--- src/rtl/stim_pattern_pkg.sv ---
// Shared encodings and the next-word function for the stimulus pattern generator.
// Words are handled at PAT_MAX_W bits inside the function; callers narrow the result to WIDTH (WIDTH <= 32).
package stim_pattern_pkg;

  localparam int unsigned PAT_MAX_W = 32;

  typedef logic [PAT_MAX_W-1:0] pat_word_t;

  typedef enum logic [1:0] {
    MODE_COUNT = 2'd0,
    MODE_WALK1 = 2'd1,
    MODE_LFSR  = 2'd2,
    MODE_HOLD  = 2'd3
  } mode_e;

  typedef enum logic [1:0] {
    ST_IDLE = 2'd0,
    ST_RUN  = 2'd1,
    ST_DONE = 2'd2
  } state_e;

  // Bits at and above 'width' in the result are don't-care; the caller truncates.
  function automatic pat_word_t next_word(input mode_e mode, input pat_word_t word,
                                          input pat_word_t taps, input int unsigned width);
    pat_word_t res;
    res = word;
    case (mode)
      MODE_COUNT: res = word + pat_word_t'(1);
      MODE_WALK1: res = (word << 1) | pat_word_t'(word[width-1]);
      MODE_LFSR:  res = word[0] ? ((word >> 1) ^ taps) : (word >> 1);
      default:    res = word;
    endcase
    return res;
  endfunction

endpackage

--- src/rtl/stim_pattern_step.sv ---
// Combinational next-word generator: applies one pattern step to the current word.
module stim_pattern_step
  import stim_pattern_pkg::*;
#(
  parameter int unsigned       WIDTH = 3,
  parameter logic [WIDTH-1:0]  TAPS  = 3'b110
) (
  input  logic [1:0]       i_mode,
  input  logic [WIDTH-1:0] i_word,
  output logic [WIDTH-1:0] o_next
);

  assign o_next = WIDTH'(next_word(mode_e'(i_mode), pat_word_t'(i_word),
                                   pat_word_t'(TAPS), WIDTH));

endmodule

--- src/rtl/stim_pattern_gen.sv ---
// Programmable operand pattern source with valid/ready output and start/done control.
// Optional build macro STIM_PAT_CHECKSUM_EN adds a running sum of accepted words on port checksum.
module stim_pattern_gen
  import stim_pattern_pkg::*;
#(
  parameter int unsigned      WIDTH = 3,
  parameter int unsigned      LEN_W = 8,
  parameter logic [WIDTH-1:0] TAPS  = 3'b110
) (
  input  logic             clk,
  input  logic             resetb,
  input  logic             start,
  input  logic [1:0]       mode,
  input  logic [WIDTH-1:0] seed,
  input  logic [LEN_W-1:0] len,
  output logic [WIDTH-1:0] out_data,
  output logic             out_valid,
  input  logic             out_ready,
  output logic             busy,
  output logic             done,
  output logic [1:0]       o_dbg_state
`ifdef STIM_PAT_CHECKSUM_EN
  ,
  output logic [WIDTH+LEN_W-1:0] checksum
`endif
);

  // Output handshake: a word transfers on a rising edge where out_valid & out_ready;
  // out_data never changes while out_valid is high and out_ready is low.

  state_e           r_state;
  state_e           w_state_nxt;
  logic [1:0]       r_mode;
  logic [LEN_W-1:0] r_len_left;
  logic [WIDTH-1:0] r_word;
  logic [WIDTH-1:0] w_step_word;
  logic [WIDTH-1:0] w_first_word;
  logic             w_start_acc;
  logic             w_beat_acc;
  logic             w_last_beat;
  mode_e            w_mode_in;

  assign w_mode_in   = mode_e'(mode);
  assign w_start_acc = (r_state == ST_IDLE) && start;
  assign w_beat_acc  = (r_state == ST_RUN) && out_ready;
  assign w_last_beat = w_beat_acc && (r_len_left == LEN_W'(1));

  // An all-zero seed would lock the LFSR and leave WALK1 with no bit to walk.
  always_comb begin
    w_first_word = seed;
    if ((seed == '0) && ((w_mode_in == MODE_LFSR) || (w_mode_in == MODE_WALK1)))
      w_first_word = WIDTH'(1);
  end

  stim_pattern_step #(
    .WIDTH (WIDTH),
    .TAPS  (TAPS)
  ) u_step (
    .i_mode (r_mode),
    .i_word (r_word),
    .o_next (w_step_word)
  );

  always_ff @(posedge clk or negedge resetb) begin
    if (!resetb) r_state <= ST_IDLE;
    else         r_state <= w_state_nxt;
  end

  always_comb begin
    w_state_nxt = r_state;
    case (r_state)
      ST_IDLE: if (w_start_acc) w_state_nxt = (len == '0) ? ST_DONE : ST_RUN;
      ST_RUN:  if (w_last_beat) w_state_nxt = ST_DONE;
      ST_DONE: w_state_nxt = ST_IDLE;
      default: w_state_nxt = ST_IDLE;
    endcase
  end

  always_comb begin
    out_valid = 1'b0;
    busy      = 1'b0;
    done      = 1'b0;
    case (r_state)
      ST_RUN: begin
        out_valid = 1'b1;
        busy      = 1'b1;
      end
      ST_DONE: begin
        busy = 1'b1;
        done = 1'b1;
      end
      default: ;
    endcase
  end

  assign out_data    = r_word;
  assign o_dbg_state = r_state;

  always_ff @(posedge clk or negedge resetb) begin
    if (!resetb) begin
      r_mode     <= '0;
      r_len_left <= '0;
      r_word     <= '0;
    end else if (w_start_acc) begin
      r_mode     <= mode;
      r_len_left <= len;
      r_word     <= w_first_word;
    end else if (w_beat_acc) begin
      r_len_left <= r_len_left - LEN_W'(1);
      r_word     <= w_step_word;
    end
  end

`ifdef STIM_PAT_CHECKSUM_EN
  logic [WIDTH+LEN_W-1:0] r_checksum;

  always_ff @(posedge clk or negedge resetb) begin
    if (!resetb)          r_checksum <= '0;
    else if (w_start_acc) r_checksum <= '0;
    else if (w_beat_acc)  r_checksum <= r_checksum + (WIDTH+LEN_W)'(r_word);
  end

  assign checksum = r_checksum;
`else
  // No accumulator in this build.
`endif

endmodule

--- config.mk ---
export PLATFORM = sky130hd
export DESIGN_NAME = stim_pattern_gen
export DESIGN_NICKNAME = d
export VERILOG_FILES = /design/src/rtl/stim_pattern_pkg.sv /design/src/rtl/stim_pattern_step.sv /design/src/rtl/stim_pattern_gen.sv
export SDC_FILE = /design/constraint.sdc
export NUM_CORES = 1
export LEC_CHECK = 0
export CAP_MARGIN = 20
export CORE_AREA = 2 2 51 53
export CTS_CLUSTER_SIZE = 8
export DETAILED_ROUTE_END_ITERATION = 7
export DIE_AREA = 0 0 53 55
export PLACE_DENSITY_LB_ADDON = 0.3
export REMOVE_ABC_BUFFERS = 1
export SLEW_MARGIN = 10
export SYNTH_ARGS = -nofsm -noshare
export SYNTH_HDL_FRONTEND = slang
export SYNTH_SLANG_ARGS = --single-unit
--- constraint.sdc ---
create_clock -name clk -period 2.7 [get_ports clk]
set_clock_uncertainty 0.15 [all_clocks]
set_input_delay 0.81 -clock clk [delete_from_list [all_inputs] [get_ports clk]]
set_output_delay 0.81 -clock clk [all_outputs]
set_load 0.01 [all_outputs]
==> impl_metrics.toml, run 1 <==
[run_status]
status = "finished clean"

[clock_tree]
holdBufCountCts = 0
worstSkewPairLatency_ns = 0.28
cts_root_buf = "clkbuf_4"
cts_buffers = 3
cts_tree = "yes"
cts.clk_slew.worst_paths_ns = 0.09
cts-htree-levels = 1
clock_path_buffers = 2
post-cts-setup-buffer-count = 0
clkSinkCount = 15

[logic_synthesis]
ys_seq_area_share_pct = 36.9
synth_area_leaders = "dfrtp_1, ha_1, nor2_1"
syn-cell-area_mm2 = 0.00102
synth.distinct_cells = 29
async_flop_share_pct = 100
synthCells = 109
synth_common_cells = "dfrtp_1, nor2_1, ha_1, nand2_1"
yosysTopAreaCell = "dfrtp_1"
ys.flop_type = "dfrtp_1"
ys_seq_elements = 15
yosys_warnings = 0
synth-edff-count = 0
synth.avg_cell_area_um2 = 9.32
synth.top_cell.area_share_pct = 36.9

[cells_and_area]
drive_gt1_share_pct = 10.9
fin_nets = 164
area_growth_pct = 30.9
final_area_mm2 = 0.00133
instances_no_fill = 167
antennaDiodeCount = 0
post-route-util_pct = 56.2

[detailed_routing]
wl_um = 2060
drt_first_pass_iters = 4
drt-initial-drc-count = 20
wl_per_cell_um = 12.3
via_count = 881
antenna_left = 0
drc = 0
vias_per_cell = 5.28

[critical_path]
crit_required_ns = 1.74
crit_path_end_kind = "output pin"
worst-r2r-setup-slack_ns = 0.95
cp_data_arrival_time_ns = 1.60
path_max_fanout = 8
critical_path_class = "flip-flop to output pin"
critPathLaunchType = "flip-flop"

[timing]
finalSetupTns_ns = 0
fin_crit_sh_pct = 94.9
rsz0062_at_grt = "false"
min_period_ns = 2.56
slew_headroom_pct = 53.8
slew_viol_final = 0
fmax_ghz = 0.390
tightest_slew_ns = 0.691
hold_violations = 0
setup_viol = 0

[pwr]
leakagePower_nw = 0.548
internal_power_mw = 0.778
max-vdd-ir-drop_mv = 0.526
totalPowerFinal_mw = 1.34
pwr-share-seq_pct = 35.1
switching_power_mw = 0.563
power_frac_clock_pct = 9.8
p_per_area_mw_per_mm2 = 1010
p_sw_share_pct = 42.0
combPwrFrac_pct = 55.2

[global_routing]
antenna_found_initial = 0
grt_pass1_wl_um = 3390
grt_overflow_total = 0
grtUsageTotal_pct = 16.1
grt_pass1_vias = 788
grt_max_degree = 20

[die]
io_pins = 25
core-area_mm2 = 0.00236
rows = 18
start_util_pct = 43.0
die_h_um = 55
die-area_mm2 = 0.00292
die_width_um = 53

[place]
hpwlAfterDp_um = 1610
gp_congestion = 0.789
placed_area_mm2 = 0.00130
portBuffers = 24
dp.cells = 163

[hold_path]
min_path_type = "flip-flop to flip-flop"

[flow_run]
drv_cap = 0
-- registers in the layout (all words and copies together), names as in the netlist --
name / cells
r_len_left: 8
out_data: 3
o_dbg_state: 2
r_mode: 2
-- timing repair --
| action | in CTS | in global routing |
|---|---|---|
| endpoints found under the setup margin | 0 | 1 |
| endpoints found under the hold margin | 0 | 0 |
| resized for setup | 0 | 1 |
-- cells in the final DEF, fill, tap and decap left out, drive strengths merged, types with 6 or more instances in the layout --
cell            n
nor2           15
o21ai           6
nand2           9
dfrtp          15
inv             6
ha              9
clkdlybuf4s50  24
a21oi           6
-- metal layers --
metal / wire length (um) / share of wire [%] / GRT usage, % / vias to the layer above
met1: 962 / 47 / 21.1 / 411
li1: - / - / - / 439
met3: 141 / 6.9 / 4.03 / 2
met5: 0 / 0 / 0 / -
met4: 10 / 0.49 / 7.26 / 0
met2: 943 / 46 / 25.2 / 29
-- worst paths after layout --
path | start | endpoint | cells after the start
min reg2reg | r_mode[1]$_DFFE_PN0P_ | r_mode[1]$_DFFE_PN0P_ | 1
max reg2reg | r_mode[0]$_DFFE_PN0P_ | out_data[1]$_DFFE_PN0P_ | 6
max in group asynchronous | resetb | r_mode[0]$_DFFE_PN0P_ | 1
max | o_dbg_state[1]$_DFFE_PN0P_ | out_valid | 3
min | r_mode[1]$_DFFE_PN0P_ | r_mode[1]$_DFFE_PN0P_ | 1
min in group asynchronous | resetb | o_dbg_state[0]$_DFFE_PN0P_ | 1
-- final cells by class --
| cell class | count | area [um^2] |
|---|---|---|
| clock buffers | 4 | 26.3 |
| fillers | 229 | 1030 |
| inverters | 6 | 22.5 |
| multi-input cells | 86 | 613 |
| repair buffers | 26 | 255 |
| well taps | 30 | 37.5 |
| flip-flops and latches | 15 | 375 |
-- worst max-delay path, stage by stage, from the launching register on --
cell and delay [ns]:
dfrtp_1 0.40, inv_1 0.10, ha_2 0.27, clkdlybuf4s50_1 0.56
-- power by group through the flow --
stage | logic, mW | registers, mW | clock network [mW]
2_1_floorplan | 0.472 | 0.463 | 0
3_3_place_gp | 0.715 | 0.465 | 0
3_5_place_dp | 0.736 | 0.473 | 0
4_1_cts | 0.741 | 0.470 | 0.135
5_1_grt | 0.836 | 0.489 | 0.147
6_report | 0.740 | 0.470 | 0.131
-- cells by family after synthesis --
| family | synth area share (%) |
|---|---|
| DFF | 36.9 |
| muxes | 3.32 |
| xor gates and xnor gates | 6.90 |
| AOI/OAI and AO/OA | 16.1 |
| buffers and inverters | 2.96 |
| adders and majority gates | 11.1 |
| and+or+nand+nor | 22.7 |
-- through the flow --
| step | hold slack, ns | setup WS, ns |
|---|---|---|
| floorplan | 0.356 | 0.840 |
| global placement | 0.374 | 0.382 |
| finish | 0.414 | 0.138 |
| detailed placement | 0.395 | 0.357 |
| global route | 0.435 | 0.0395 |
| CTS | 0.417 | 0.0412 |
(Power assumes the default switching activity.)
==> run 2: changes to the inputs <==
--- a/config.mk
+++ b/config.mk
@@ -10,6 +10,7 @@
 export CTS_CLUSTER_SIZE = 8
 export DETAILED_ROUTE_END_ITERATION = 7
 export DIE_AREA = 0 0 53 55
+export MAX_ROUTING_LAYER = met4
 export PLACE_DENSITY_LB_ADDON = 0.3
 export REMOVE_ABC_BUFFERS = 1
 export SLEW_MARGIN = 10
==> run 2 against run 1 <==
  * Count of clock-buffer cells in the layout stayed put
  * Clock power hardly changed
  * Non-clock buffer count stayed put
  * Power hardly changed
  * Cell count stayed put
  * Sequential cell count stayed put
  * First-iteration DRC count stayed put
  * Global-route usage is 0.46 points higher
  * Sequential share of layout area stayed put
  * Cell area stayed put
  * Routed wire length is 0.44% lower
  * Register-to-register slack hardly changed
==> impl_metrics.toml, run 2 (synthesis gave the netlist of run 1 again) <==
[run_status]
status = "finished clean"

[detailed_routing]
m1WireLength_um = 962
dr_wl_met2_um = 939
maxUsedRoutingLayer = "met4"
vias_per_cell = 5.25
via_count = 877
wl_per_cell_um = 12.3
wl_met3_um = 137
drt_first_pass_iters = 4
antenna_left = 0
wl_um = 2050
drt-initial-drc-count = 20
drc = 0

[pwr]
combPwrFrac_pct = 55.2
p_sw_share_pct = 41.9
max-vdd-ir-drop_mv = 0.526
p_per_area_mw_per_mm2 = 1010
power_frac_clock_pct = 9.8
switching_power_mw = 0.562
pwr-share-seq_pct = 35.1
internal_power_mw = 0.778
leakagePower_nw = 0.548

[cells_and_area]
antennaDiodeCount = 0
fin_nets = 164
area_growth_pct = 30.9
final_common_cell = "clkdlybuf4s50_1"
final_cell_mix = "clkdlybuf4s50_1, nor2_1, dfrtp_1"
drive_gt1_share_pct = 10.9
post-route-util_pct = 56.2
largest_reg_flops = 8
largest_register = "r_len_left"

[clock_tree]
cts_tree = "yes"
cts-htree-levels = 1
holdBufCountCts = 0
worstSkewPairLatency_ns = 0.28
clock_path_buffers = 2
cts.clk_slew.worst_paths_ns = 0.09
clkSinkCount = 15
cts_buffers = 3
cts_root_buf = "clkbuf_4"

[timing]
finalSetupTns_ns = 0
tightest_slew_ns = 0.691
fin_ws_ns = 0.139
hold_violations = 0
fin_crit_sh_pct = 94.9
min_period_ns = 2.56
fmax_ghz = 0.390
slew_headroom_pct = 53.8
slew_viol_final = 0
rsz0062_at_grt = "false"
setup_viol = 0

[hold_path]
whs_endpoint = "r_mode[1]$_DFFE_PN0P_"
min_path_type = "flip-flop to flip-flop"
holdCritStartpoint = "r_mode[1]$_DFFE_PN0P_"
whs_path_depth = 1

[place]
portBuffers = 24
hpwlAfterDp_um = 1610
gp_congestion = 0.800
place_ws_ns = 0.357

[global_routing]
grtUsageTotal_pct = 16.6
grt_overflow_total = 0
antenna_found_initial = 0
grt_pass1_wl_um = 3400
grt_pass1_vias = 789
grt_max_degree = 20

[critical_path]
reg2reg_from = "r_mode[0]$_DFFE_PN0P_"
reg2regPathDepth = 6
worst-r2r-setup-slack_ns = 0.95
path_max_fanout = 8
critPathLaunchType = "flip-flop"
critical_path_class = "flip-flop to output pin"
worstReg2RegEnd = "out_data[1]$_DFFE_PN0P_"
cp_data_arrival_time_ns = 1.60
startpoint = "o_dbg_state[1]$_DFFE_PN0P_"
crit_required_ns = 1.74
crit_path_end_kind = "output pin"

[die]
start_util_pct = 43.0
core-area_mm2 = 0.00236
rows = 18
die_width_um = 53
io_pins = 25
die_h_um = 55
die-area_mm2 = 0.00292

[flow_run]
drv_cap = 0
-- run 2: cell counts in the layout (fill, tap and decap cells not counted) --
No cell type changed its count.
-- run 2: cell type report --
type | instances | area (um^2)
flip-flops and latches | 15 | 375
inverters | 6 | 22.5
well taps | 30 | 37.5
clock buffers | 4 | 26.3
fillers | 229 | 1030
multi-input cells | 86 | 613
repair buffers | 26 | 255
-- run 2: worst max path at each step --
stage                                            end  slack, ns
after floorplan            r_len_left[1]$_DFFE_PN0P_       0.84
after global placement    o_dbg_state[1]$_DFFE_PN0P_       0.38
after detailed placement     out_data[0]$_DFFE_PN0P_       0.36
after CTS                                  out_valid       0.04
after global routing                       out_valid       0.04
final                                      out_valid       0.14
-- run 2: power groups by stage --
stage,sequential [mW],clock (mW),combinational [mW]
after detailed placement,0.473,0,0.736
after floorplan,0.463,0,0.472
after global routing,0.489,0.147,0.836
after CTS,0.470,0.135,0.741
after global placement,0.465,0,0.715
final,0.470,0.131,0.739
-- run 2: repair_timing --
item	in CTS	in global routing
setup endpoints to repair	0	1
gates resized for setup	0	1
setup buffers	0	0
-- run 2: metal layers --
| layer | vias up | track usage, % |
|---|---|---|
| li1 | 439 | - |
| met1 | 409 | 21.1 |
| met2 | 27 | 25.2 |
| met3 | 2 | 4.03 |
| met4 | 0 | 7.26 |
| met5 | - | - |
-- run 2: worst max-delay path: stages (launching register included) --
cell,delay (ns)
dfrtp_1,0.40
inv_1,0.10
ha_2,0.27
clkdlybuf4s50_1,0.56
-- run 2: per-stage QoR --
| stage | power [mW] | cells | area (um^2) | hold WS [ns] |
|---|---|---|---|---|
| after floorplan | 0.934 | 107 | 1010 | 0.356 |
| after global placement | 1.18 | 163 | 1300 | 0.374 |
| after detailed placement | 1.21 | 163 | 1300 | 0.395 |
| after CTS | 1.35 | 167 | 1330 | 0.417 |
| after global routing | 1.47 | 167 | 1330 | 0.435 |
| final | 1.34 | 167 | 1330 | 0.414 |
==> run 3: changes to the inputs <==
--- a/config.mk
+++ b/config.mk
@@ -6,10 +6,12 @@
 export NUM_CORES = 1
 export LEC_CHECK = 0
 export CAP_MARGIN = 20
-export CORE_AREA = 2 2 51 53
+export CELL_PAD_IN_SITES_DETAIL_PLACEMENT = 0
+export CELL_PAD_IN_SITES_GLOBAL_PLACEMENT = 1
+export CORE_AREA = 2 2 55 57
 export CTS_CLUSTER_SIZE = 8
 export DETAILED_ROUTE_END_ITERATION = 7
-export DIE_AREA = 0 0 53 55
+export DIE_AREA = 0 0 57 59
 export MAX_ROUTING_LAYER = met4
 export PLACE_DENSITY_LB_ADDON = 0.3
 export REMOVE_ABC_BUFFERS = 1
==> run 3 against run 2 <==
  * Non-clock buffer count shrank 1
  * Power is 1.0% lower
  * Sequential cell count unchanged
  * Critical path type unchanged
  * Count of clock-buffer cells in the layout unchanged
  * Sequential share of layout area rose by 0.13 points
  * Clock power is 5% lower
  * Critical path depth stayed put
  * Register-to-register slack worse by 0.09 ns
==> impl_metrics.toml, run 3 (synthesis gave the netlist of run 1 again) <==
[timing]
slew_headroom_pct = 55.6
fmax_ghz = 0.387
fin_crit_sh_pct = 95.6
finalSetupTns_ns = 0
hold_violations = 0
setup_viol = 0
tightest_slew_ns = 0.664
slew_viol_final = 0
min_period_ns = 2.58
whs_ns = 0.398
rsz0062_at_grt = "false"
fin_ws_ns = 0.118

[die]
die_width_um = 57
die-area_mm2 = 0.00336
core-area_mm2 = 0.00271
start_util_pct = 37.5
io_pins = 25
rows = 19
die_h_um = 59

[detailed_routing]
drt-initial-drc-count = 11
drc = 0
drt_first_pass_iters = 4
wl_um = 2180
vias_per_cell = 5.21
wl_per_cell_um = 13.0
via_count = 870
antenna_left = 0

[cells_and_area]
area_growth_pct = 30.3
post-route-util_pct = 48.8
drive_gt1_share_pct = 10.3
final_area_mm2 = 0.00132
antennaDiodeCount = 0
instances_no_fill = 167
n_fill_cell = 279
final_cell_mix = "clkdlybuf4s50_1, nor2_1, dfrtp_1"
final_common_cell = "clkdlybuf4s50_1"
fin_nets = 163
largest_reg_flops = 8
largest_register = "r_len_left"

[clock_tree]
worstSkewPairLatency_ns = 0.27
cts_buffers = 3
clock_path_buffers = 2
cts-htree-levels = 1
cts_root_buf = "clkbuf_4"
clkSinkCount = 15
cts.clk_slew.worst_paths_ns = 0.09
cts_tree = "yes"

[place]
dp.cells = 163
hpwlAfterDp_um = 1780
gp_congestion = 0.813
portBuffers = 24
placed_area_mm2 = 0.00129
place_ws_ns = 0.296

[pwr]
switching_power_mw = 0.553
power_frac_clock_pct = 9.4
max-vdd-ir-drop_mv = 0.511
leakagePower_nw = 0.544
combPwrFrac_pct = 55.4
p_sw_share_pct = 41.7
p_per_area_mw_per_mm2 = 1000
totalPowerFinal_mw = 1.33
internal_power_mw = 0.773
pwr-share-seq_pct = 35.2

[flow_run]
drv_cap = 0

[critical_path]
cp_num_buf_inv = 2
crit_family = "buffers and inverters"
startpoint = "o_dbg_state[1]$_DFFE_PN0P_"
crit_path_end_kind = "output pin"
critical_path_class = "flip-flop to output pin"
slowest_delay_ns = 0.57
reg2reg_from = "r_mode[0]$_DFFE_PN0P_"
critPathLaunchType = "flip-flop"
cp_slowest_cell = "clkdlybuf4s50_1"
cp_data_arrival_time_ns = 1.62
path_max_fanout = 8
crit_required_ns = 1.74
critical_path.cell_chain = "inv_1 > ha_2 > clkdlybuf4s50_1"

[global_routing]
grtUsageTotal_pct = 14.8
antenna_found_initial = 0
grt_pass1_wl_um = 3690
grt_overflow_total = 0
grt_max_degree = 16
grt_pass1_vias = 826

[hold_path]
min_path_type = "flip-flop to flip-flop"
holdCritStartpoint = "r_mode[1]$_DFFE_PN0P_"

[run_status]
status = "finished clean"
## run 3: final cells by class
type / count / area, um^2 / area share [%]
Timing Repair Buffer: 25 / 248 / 18.7
Multi-Input combinational cell: 86 / 613 / 46.3
Clock buffer: 4 / 26.3 / 1.98
Tap cell: 31 / 38.8 / 2.93
Inverter: 6 / 22.5 / 1.70
Sequential cell: 15 / 375 / 28.4
## run 3: worst register-to-register path: cells and delay by family, from the launching register on
family                   cells  cell delay, ns
buffers and inverters        1            0.07
AND/OR/NAND/NOR              1            0.10
AO/OA/AOI/OAI                3            0.75
adder cells (fa/ha/maj)      1            0.26
flip-flops                   1            0.38
## run 3: power groups by stage
stage / Clock (mW) / Combinational [mW] / Sequential, mW
finish: 0.125 / 0.734 / 0.467
global route: 0.143 / 0.824 / 0.491
CTS: 0.132 / 0.744 / 0.470
detailed placement: 0 / 0.737 / 0.475
global placement: 0 / 0.724 / 0.471
floorplan: 0 / 0.472 / 0.463
## run 3: path summary, 6_finish.rpt
path | depth (start not counted) | slack (ns) | endpoint
max in group asynchronous | 1 | 1.19 | o_dbg_state[1]$_DFFE_PN0P_
min in group asynchronous | 1 | 0.78 | r_len_left[3]$_DFFE_PN0P_
min | 1 | 0.40 | r_mode[1]$_DFFE_PN0P_
max reg2reg | 6 | 0.86 | out_data[1]$_DFFE_PN0P_
min reg2reg | 1 | 0.40 | r_mode[1]$_DFFE_PN0P_
max | 3 | 0.12 | out_valid
## run 3: repair_timing
item                                    in CTS  in global routing
gates resized for setup                      1                  0
hold endpoints to repair                     0                  0
hold buffers                                 0                  0
endpoints found under the setup margin       1                  0
setup buffers                                0                  0
## run 3: layer usage
layer / vias up / share of wire [%] / track usage, %
met5: - / 0 / -
met4: 0 / 0.60 / 2.99
met3: 2 / 3.7 / 3.93
met2: 20 / 49 / 24.6
met1: 410 / 47 / 18.3
li1: 438 / - / -
